--- src/rtl/axis_master_splitter_if.sv ---
// AXI-Stream master-side bundle used by axis_master_splitter.
// master: drives tvalid/tlast/tkeep/tdata, samples tready. slave: the reverse.
interface axis_master_splitter_if #(
    parameter int unsigned T_DATA_WIDTH = 8,
    parameter int unsigned M_KEEP_WIDTH = 4
) ();
    logic                                 tvalid;
    logic                                 tready;
    logic                                 tlast;
    logic [M_KEEP_WIDTH-1:0]              tkeep;
    logic [M_KEEP_WIDTH*T_DATA_WIDTH-1:0] tdata;

    modport master (
        output tvalid,
        output tlast,
        output tkeep,
        output tdata,
        input  tready
    );

    modport slave (
        input  tvalid,
        input  tlast,
        input  tkeep,
        input  tdata,
        output tready
    );
endinterface

--- src/rtl/axis_master_splitter.sv ---
// Output stage of the width resizer. Pops M_KEEP_WIDTH-lane entries from the
// output buffer and drives an AXI-Stream master, splitting an entry at every
// kept lane flagged last so each beat carries at most one packet boundary.
// Optional: define AXIS_MASTER_STATS_EN to add beat/packet counters.
module axis_master_splitter #(
    parameter int unsigned T_DATA_WIDTH = 8,
    parameter int unsigned M_KEEP_WIDTH = 4
`ifdef AXIS_MASTER_STATS_EN
    ,
    parameter int unsigned CNT_WIDTH = 16
`endif
) (
    input  logic                                     clk,
    input  logic                                     rst_n,
    input  logic                                     e_valid_i,
    output logic                                     e_ready_o,
    input  logic [(2+T_DATA_WIDTH)*M_KEEP_WIDTH-1:0] e_entry_i,
    axis_master_splitter_if.master                   m_if
`ifdef AXIS_MASTER_STATS_EN
    ,
    output logic [CNT_WIDTH-1:0]                     pkt_cnt_o,
    output logic [CNT_WIDTH-1:0]                     beat_cnt_o
`endif
);

    localparam int unsigned LANE_W  = 2 + T_DATA_WIDTH;
    localparam int unsigned ENTRY_W = LANE_W * M_KEEP_WIDTH;
    localparam int unsigned DATA_W  = M_KEEP_WIDTH * T_DATA_WIDTH;

    typedef enum logic [0:0] {StIdle, StHold} state_e;

    state_e                  state_q, state_d;
    logic [ENTRY_W-1:0]      entry_q, entry_d;
    logic [M_KEEP_WIDTH-1:0] rem_q, rem_d;

    logic                    m_valid_q, m_valid_d;
    logic                    m_last_q, m_last_d;
    logic [M_KEEP_WIDTH-1:0] m_keep_q, m_keep_d;
    logic [DATA_W-1:0]       m_data_q, m_data_d;

    logic [M_KEEP_WIDTH-1:0] lane_keep, lane_last, lane_valid, new_keep;
    logic [M_KEEP_WIDTH-1:0] seg_keep, consumed, rem_next;
    logic [DATA_W-1:0]       seg_data;
    logic                    seg_last, seg_final, seg_avail, load, e_ready;

    // Unpack per-lane keep/last flags of the held and the incoming entry.
    always_comb begin
        lane_keep = '0;
        lane_last = '0;
        new_keep  = '0;
        for (int unsigned i = 0; i < M_KEEP_WIDTH; i++) begin
            lane_keep[i] = entry_q[i*LANE_W];
            lane_last[i] = entry_q[i*LANE_W+1];
            new_keep[i]  = e_entry_i[i*LANE_W];
        end
    end

    // A lane still counts only while unsent; last on an unkept lane is ignored.
    assign lane_valid = lane_keep & rem_q;

    // Next segment: remaining lanes up to and including the first kept last lane.
    always_comb begin
        seg_keep = '0;
        seg_data = '0;
        seg_last = 1'b0;
        consumed = '0;
        for (int unsigned i = 0; i < M_KEEP_WIDTH; i++) begin
            if (!seg_last) begin
                consumed[i] = 1'b1;
                if (lane_valid[i]) begin
                    seg_keep[i]                        = 1'b1;
                    seg_data[i*T_DATA_WIDTH +: T_DATA_WIDTH] =
                        entry_q[i*LANE_W+2 +: T_DATA_WIDTH];
                    if (lane_last[i]) begin
                        seg_last = 1'b1;
                    end
                end
            end
        end
    end

    assign rem_next  = rem_q & ~consumed;
    assign seg_final = ~|(rem_next & lane_keep);
    // In HOLD at least one valid lane always remains, else the FSM left HOLD.
    assign seg_avail = (state_q == StHold) && (|lane_valid);
    assign load      = seg_avail && (!m_valid_q || m_if.tready);

    // FSM next state and pop strobe; a new entry is taken on the same edge the
    // final segment of the held one moves to the output register.
    always_comb begin
        state_d = state_q;
        entry_d = entry_q;
        rem_d   = rem_q;
        e_ready = 1'b0;
        unique case (state_q)
            StIdle: begin
                e_ready = 1'b1;
            end
            StHold: begin
                if (load) begin
                    if (seg_final) begin
                        state_d = StIdle;
                        e_ready = 1'b1;
                    end else begin
                        rem_d = rem_next;
                    end
                end
            end
            default: begin
                state_d = StIdle;
            end
        endcase
        if (e_valid_i && e_ready) begin
            entry_d = e_entry_i;
            rem_d   = '1;
            // Entries with no kept lanes are dropped without producing a beat.
            state_d = (|new_keep) ? StHold : StIdle;
        end
    end

    // Output register: load a segment when the slot is free or being drained;
    // otherwise hold everything stable.
    always_comb begin
        m_valid_d = m_valid_q;
        m_last_d  = m_last_q;
        m_keep_d  = m_keep_q;
        m_data_d  = m_data_q;
        if (load) begin
            m_valid_d = 1'b1;
            m_last_d  = seg_last;
            m_keep_d  = seg_keep;
            m_data_d  = seg_data;
        end else if (m_if.tready) begin
            m_valid_d = 1'b0;
        end
    end

    // State and output registers.
    always_ff @(posedge clk or negedge rst_n) begin
        if (!rst_n) begin
            state_q   <= StIdle;
            entry_q   <= '0;
            rem_q     <= '0;
            m_valid_q <= 1'b0;
            m_last_q  <= 1'b0;
            m_keep_q  <= '0;
            m_data_q  <= '0;
        end else begin
            state_q   <= state_d;
            entry_q   <= entry_d;
            rem_q     <= rem_d;
            m_valid_q <= m_valid_d;
            m_last_q  <= m_last_d;
            m_keep_q  <= m_keep_d;
            m_data_q  <= m_data_d;
        end
    end

    assign e_ready_o   = e_ready;
    assign m_if.tvalid = m_valid_q;
    assign m_if.tlast  = m_last_q;
    assign m_if.tkeep  = m_keep_q;
    assign m_if.tdata  = m_data_q;

`ifdef AXIS_MASTER_STATS_EN
    logic [CNT_WIDTH-1:0] pkt_cnt_q, pkt_cnt_d;
    logic [CNT_WIDTH-1:0] beat_cnt_q, beat_cnt_d;

    // Count completed handshakes; counters wrap naturally.
    always_comb begin
        pkt_cnt_d  = pkt_cnt_q;
        beat_cnt_d = beat_cnt_q;
        if (m_valid_q && m_if.tready) begin
            beat_cnt_d = beat_cnt_q + CNT_WIDTH'(1);
            if (m_last_q) begin
                pkt_cnt_d = pkt_cnt_q + CNT_WIDTH'(1);
            end
        end
    end

    // Statistics counter registers.
    always_ff @(posedge clk or negedge rst_n) begin
        if (!rst_n) begin
            pkt_cnt_q  <= '0;
            beat_cnt_q <= '0;
        end else begin
            pkt_cnt_q  <= pkt_cnt_d;
            beat_cnt_q <= beat_cnt_d;
        end
    end

    assign pkt_cnt_o  = pkt_cnt_q;
    assign beat_cnt_o = beat_cnt_q;
`endif

endmodule

--- src/flat_wrapper.sv ---
// flat-port wrapper written by rule: the top's interface ports become plain ports
module axis_master_splitter_flat 
#(
    parameter int unsigned T_DATA_WIDTH = 8,
    parameter int unsigned M_KEEP_WIDTH = 4

)
  (clk, rst_n, e_valid_i, e_ready_o, e_entry_i, m_if_tvalid, m_if_tlast, m_if_tkeep, m_if_tdata, m_if_tready);
  axis_master_splitter_if #(.T_DATA_WIDTH(T_DATA_WIDTH), .M_KEEP_WIDTH(M_KEEP_WIDTH)) m_if_i ();
  input  logic clk;
  input  logic rst_n;
  input  logic e_valid_i;
  output logic e_ready_o;
  input  logic [(2+T_DATA_WIDTH)*M_KEEP_WIDTH-1:0] e_entry_i;
  output wire logic [$bits(m_if_i.tvalid)-1:0] m_if_tvalid;
  output wire logic [$bits(m_if_i.tlast)-1:0] m_if_tlast;
  output wire logic [$bits(m_if_i.tkeep)-1:0] m_if_tkeep;
  output wire logic [$bits(m_if_i.tdata)-1:0] m_if_tdata;
  input wire logic [$bits(m_if_i.tready)-1:0] m_if_tready;
  assign m_if_tvalid = m_if_i.tvalid;
  assign m_if_tlast = m_if_i.tlast;
  assign m_if_tkeep = m_if_i.tkeep;
  assign m_if_tdata = m_if_i.tdata;
  assign m_if_i.tready = m_if_tready;
  axis_master_splitter #(.T_DATA_WIDTH(T_DATA_WIDTH), .M_KEEP_WIDTH(M_KEEP_WIDTH)) u_core (.clk(clk), .rst_n(rst_n), .e_valid_i(e_valid_i), .e_ready_o(e_ready_o), .e_entry_i(e_entry_i), .m_if(m_if_i));
endmodule
--- config.mk ---
export PLATFORM = sky130hd
export DESIGN_NAME = axis_master_splitter_flat
export DESIGN_NICKNAME = d
export VERILOG_FILES = /design/src/rtl/axis_master_splitter_if.sv /design/src/rtl/axis_master_splitter.sv /design/src/flat_wrapper.sv
export SDC_FILE = /design/constraint.sdc
export NUM_CORES = 1
export LEC_CHECK = 0
export ABC_AREA = 1
export CAP_MARGIN = 20
export CORE_UTILIZATION = 49
export CTS_CLUSTER_DIAMETER = 120
export DETAILED_ROUTE_END_ITERATION = 12
export PLACE_DENSITY = 0.84
export SYNTH_ARGS = -nofsm -noshare
export SYNTH_HDL_FRONTEND = slang
export SYNTH_SLANG_ARGS = --single-unit
--- constraint.sdc ---
create_clock -name clk -period 1.74 [get_ports clk]
set_input_delay 0.348 -clock clk [delete_from_list [all_inputs] [get_ports clk]]
set_output_delay 0.348 -clock clk [all_outputs]
set_load 0.02 [all_outputs]
==> results of run 1 <==
[registers in the layout, summed over array words and instances (netlist names)]
register,count
u_core.m_if.tlast,1
u_core.state_q,1
u_core.m_if.tdata,32
u_core.entry_q,40
u_core.m_if.tkeep,4
u_core.m_if.tvalid,1
u_core.rem_q,4
[layer usage]
layer	share of wire, %	track usage, %	wire length [um]	vias up
met5	0	0	0	-
met4	2.6	12.6	226	0
met3	6.6	6.61	563	25
met2	51	44.1	4380	125
met1	40	30.9	3400	1457
li1	-	-	-	1407
[placed cells by master, fill, tap and decap left out, types with 2 or more instances in the layout]
master and instances:
nand2_1 165, dfrtp_1 83, clkdlybuf4s50_1 78, nand3_1 59, buf_4 26, inv_1 12, o21ai_0 10, clkbuf_8 9
nand2_2 7, nand3_2 5, clkinv_2 4, buf_6 4, buf_12 3, inv_2 2, nand3b_1 2, bufinv_16 2
[report_power, final]
group,switching [uW],internal [uW]
registers,0,1930
clock network,667,799
logic,72.7,89.8
total,739,2820
[final cells by class]
type                    instances  area (um2)  share of cell area (%)
clock buffers                  10         128                    2.68
repair buffers                114        1130                    23.8
inverters                      15        56.3                    1.18
clock inverters                 6        80.1                    1.68
multi-input cells             259        1180                    24.9
flip-flops and latches         83        2080                    43.7
well taps                      77        96.3                    2.03
[cell families after synthesis]
family,synth area share [%]
and+or+nand+nor,30.7
DFF,61.4
buffers and inverters,5.07
AOI/OAI and AO/OA,2.81
[cells in the mapped netlist]
| cell type | instances | share of area (%) |
|---|---|---|
| o21ai_0 | 11 | 1.6 |
| clkbuf_1 | 8 | 0.89 |
| a22o_1 | 1 | 0.26 |
| inv_2 | 2 | 0.22 |
| dfrtp_1 | 83 | 61 |
| inv_1 | 12 | 1.3 |
| a21o_1 | 1 | 0.22 |
| o21bai_4 | 1 | 0.55 |
| nand2_4 | 1 | 0.33 |
| buf_2 | 2 | 0.30 |
| nor4_1 | 1 | 0.19 |
| nand2_1 | 171 | 19 |
| nand3_4 | 1 | 0.52 |
| clkinv_1 | 1 | 0.11 |
| nand2_2 | 1 | 0.19 |
| nand3b_1 | 2 | 0.44 |
| buf_4 | 4 | 0.89 |
| nand3_1 | 64 | 9.5 |
| nor2_2 | 1 | 0.19 |
| nor2_1 | 1 | 0.11 |
| nor3_2 | 1 | 0.30 |
| buf_6 | 4 | 1.3 |
| a21oi_1 | 1 | 0.15 |
[stage by stage]
step	std cells	setup WS, ps	setup TNS, ps	hold WS (ps)
floorplan	375	169	0	52.4
global placement	540	-399	-21910	407
detailed placement	540	-427	-25660	411
CTS	563	-44.9	-302	33.0
global route	564	-162	-5440	30.5
finish	564	-85.9	-413	-6.05
[how the worst max path moves through the flow]
| stage | cells past startpoint | end | slack, ps |
|---|---|---|---|
| after floorplan | 6 | e_ready_o | 170 |
| after global placement | 6 | e_ready_o | -400 |
| after detailed placement | 10 | u_core.entry_q[33] | -430 |
| after CTS | 8 | e_ready_o | -40 |
| after global routing | 8 | e_ready_o | -160 |
| final | 7 | e_ready_o | -90 |
[what timing repair did]
action	in CTS	in global routing
gates cloned	2	0
endpoints found under the setup margin	62	83
pin swaps	2	7
setup buffers	5	2
hold buffers	0	0
gates resized for setup	19	8
==> impl_metrics.toml, run 1 <==
[cells_and_area]
layout-drive-gt1-share_pct = 14.2
fillCellCount = 467
final_core_util_pct = 73.2
final_nets = 526
diodes = 0
area_growth_syn_to_layout_pct = 40.5
final_area_um2 = 4750

[drt]
drt_wl_total_mm = 8.56
routed_via_density = 5.34
drt_iter0_markers = 254
vias = 3014
detail-route-antenna-nets = 0
first_pass_iters = 4
avgRoutedWirePerCell_um = 15.2
drc = 0

[floorplanning]
die-area_um2 = 7240
coreArea_um2 = 6490
initial_core_util_pct = 52.1
die_h_um = 85.1
fp.dieW_um = 85.1
placementRows = 29
io_pins = 83

[timing]
relSlewSlack_pct = 69.2
rsz0062_at_grt = "yes"
skew_ps = 9.43
period_needed_ps = 1830
period_share_pct = 105
hold_viol = 5
max_freq_mhz = 548
setup_slack_ps = -85.9
whs_ps = -6.05
slew_violations = 0
finalSetupViolCount = 21
tightest_slew_ps = 462

[worst_setup_path]
cpPeakStageDelay_ps = 410
crit_path_max_fanout = 3
ff2ff_path_depth = 12
critPathLaunchType = "register"
critPathKind = "register to primary output"
rr_endpoint = "u_core.entry_q[39]"
critPathTopFamily = "flip-flops"
required_ps = 1390
cp.buffers_inverters = 2
reg2reg_slack_ps = -70
startpoint = "u_core.rem_q[1]"
crit_arrival_ps = 1480
cp_common_cell = "nand2_2"
end_kind = "primary output"
reg2reg_from = "u_core.rem_q[1]"
cp_slowest_cell = "dfrtp_1"
crit_chain = "nand2_2 > nand2_2 > inv_2 > nand2_2 > nand3_4 > o21bai_4 > buf_6"

[grt]
antenna_found_initial = 0
grt_pass1_wl_mm = 14.3
grt_pass1_vias = 2982
grt_usage_pct = 26.0
globalRouteOverflowTotal = 0
grt_max_degree = 84

[synth]
syn-cell-area_um2 = 3380
avgSynthCellArea_um2 = 9.02
yosysUniqueCellTypes = 23
ys_seq_area_share_pct = 61.4
yosys_register_bits = 83
yosys_warnings = 0
synthCells = 375
syn_nets = 419

[status]
status = "complete, but fails checks"
violations = "negative hold slack, negative setup slack"

[clock_network]
clock-sinks = 83
insertion_delay_ps = 350
cts_root_buf = "clkbuf_8"
ctsHtreeMaxLevel = 3
path_clk_slew_ps = 80
cts_buffers = 9
cts_buffer_depth = 2
cts_tree = "built"

[place]
dpl-instance-area_um2 = 4380
hpwl_mm = 4.83
numPortBuffers = 82
gp_congestion = 0.870

[power]
total_power_uw = 3560
ir_drop_mv = 0.527
power_density_nw_per_um2 = 748
p_leak_uw = 0.00252

[flow_run]
cap_violations = 0

[min_path]
min_path_type = "input pin to async pin"
No activity file was read; power rests on OpenSTA's default activity.
==> inputs of run 2 (changes only) <==
CORE_UTILIZATION = 40   (was 49)
HOLD_SLACK_MARGIN = 0.03   (was not set)
PLACE_DENSITY = 0.72   (was 0.84)
==> run 2 against run 1 <==
- the run ends with negative setup slack left
- non-clock buffer count grew 11
- first-iteration DRC count shrank 21%
- via count shrank 2.9%
- cell count grew 6.9%
- sequential power is essentially flat
- routed wire length grew 3.0%
- critical endpoint unchanged
- largest power group unchanged
==> impl_metrics.toml, run 2 (same netlist as run 1, synthesis figures left out) <==
[worst_setup_path]
crit_path_max_fanout = 3
cp_common_cell = "nand2_2"
cpPeakStageDelay_ps = 400
end_kind = "primary output"
critPathKind = "register to primary output"
cp_slowest_cell = "dfrtp_1"
crit_arrival_ps = 1460
required_ps = 1390
critPathLaunchType = "register"
crit_chain = "nand3_1 > nand3_2 > nand2_2 > nand2_2 > o21bai_4 > buf_6"

[status]
status = "complete, but fails checks"
violations = "negative setup slack"

[drt]
drt_iter0_markers = 201
drt_wl_total_mm = 8.82
vias = 2928
detail-route-antenna-nets = 0
avgRoutedWirePerCell_um = 14.6
drc = 0
first_pass_iters = 4
routed_via_density = 4.86

[floorplanning]
die_h_um = 94.0
io_pins = 83
coreArea_um2 = 8220
die-area_um2 = 8830
placementRows = 33
initial_core_util_pct = 41.2
fp.dieW_um = 94.0

[timing]
period_share_pct = 104
skew_ps = 8.29
whs_ps = 369
tightest_slew_ps = 502
rsz0062_at_grt = "yes"
period_needed_ps = 1810
setup_slack_ps = -69.2
relSlewSlack_pct = 66.2
finalSetupViolCount = 9
max_freq_mhz = 553
slew_violations = 0
hold_viol = 0

[cells_and_area]
top_register = "u_core.entry_q"
final_nets = 537
area_growth_syn_to_layout_pct = 46.8
layout_commonest_cell = "nand2_1"
final_core_util_pct = 60.4
layout-drive-gt1-share_pct = 16.1
diodes = 0
largest_register_ffs = 40
final_cell_mix = "nand2_1 (166), dfrtp_1 (83), clkdlybuf4s50_1 (77)"

[place]
gp_congestion = 0.830
hpwl_mm = 5.26
numPortBuffers = 82

[clock_network]
path_clk_slew_ps = 80
insertion_delay_ps = 350
cts_root_buf = "clkbuf_8"
clock-sinks = 83
cts_buffer_depth = 2
cts_buffers = 9
cts_tree = "built"
ctsHtreeMaxLevel = 3

[power]
p_leak_uw = 0.00261
ir_drop_mv = 0.395
total_power_uw = 3660
power_density_nw_per_um2 = 737

[flow_run]
cap_violations = 0

[min_path]
min_path_type = "input pin to register"

[grt]
globalRouteOverflowTotal = 0
grt_usage_pct = 20.1
grt_pass1_wl_mm = 13.4
antenna_found_initial = 0
grt_pass1_vias = 2837
grt_max_degree = 43
run 2: cell types whose count changed in the layout (fill, tap and decap cells not counted), sizes merged:
cell           change
bufbuf             -1
dlygate4sd3        +1
clkbuf             +5
buf                +7
clkdlybuf4s50      -1
dlygate4sd2        +1
clkinv             -1
run 2: per-stage QoR:
| step | instances | TNS [ps] | setup WS, ps | area, um2 |
|---|---|---|---|---|
| floorplan | 375 | 0 | 169 | 3380 |
| global placement | 570 | -28360 | -501 | 4430 |
| detailed placement | 570 | -29630 | -493 | 4430 |
| CTS | 592 | -1060 | -61.5 | 4750 |
| global route | 603 | -3750 | -178 | 4960 |
| finish | 603 | -169 | -69.2 | 4960 |
run 2: path summary, 6_finish.rpt:
path	from	to	slack, ps	depth (start not counted)
max	u_core.entry_q[10]	e_ready_o	-70	6
min	e_valid_i	u_core.state_q	370	3
max reg2reg	u_core.entry_q[0]	u_core.rem_q[2]	-30	11
min reg2reg	u_core.entry_q[32]	u_core.m_if.tdata[24]	470	2
max in group asynchronous	rst_n	u_core.m_if.tdata[27]	640	3
min in group asynchronous	rst_n	u_core.entry_q[16]	460	2
run 2: area by class of cell:
class / count / area (um2)
timing repair buffer: 125 / 1280
clock buffer: 11 / 151
fill: 711 / 3250
sequential: 83 / 2080
multi-input combinational: 259 / 1200
clock inverter: 5 / 75.1
tap: 105 / 131
inverter: 15 / 56.3
run 2: timing repair:
action | 4_1_cts | 5_1_grt
hold buffers | 1 | 0
endpoints found under the hold margin | 28 | 0
buffers inserted | 5 | 6
cloned | 0 | 5
gates resized for setup | 17 | 11
endpoints found under the setup margin | 63 | 83
pin swaps | 2 | 6
run 2: routing by layer:
| layer | up-vias | part of all wire, % | GRT usage (%) |
|---|---|---|---|
| li1 | 1425 | - | - |
| met1 | 1384 | 44 | 26.6 |
| met2 | 108 | 48 | 32.1 |
| met3 | 11 | 6.7 | 3.80 |
| met4 | 0 | 1.5 | 9.10 |
| met5 | - | 0 | 0 |
run 2: power breakdown:
part,internal (uW),leakage [uW],switching (uW)
registers,1930,0.00116,0
logic,95.9,0.00133,79.0
clock network,879,0.000119,677
run 2: critical path: cells and delay by family (launching register included):
kind,cells,cell delay [ps]
flip-flops,1,400
buffers and inverters,1,140
AND/OR/NAND/NOR,4,410
AO/OA/AOI/OAI,1,160
==> inputs of run 3 (changes only) <==
CORE_UTILIZATION = 49   (was 40)
PLACE_DENSITY = 0.84   (was 0.72)
==> results of run 3 <==
The final DEF is identical to that of run 1; final timing and power are the same.
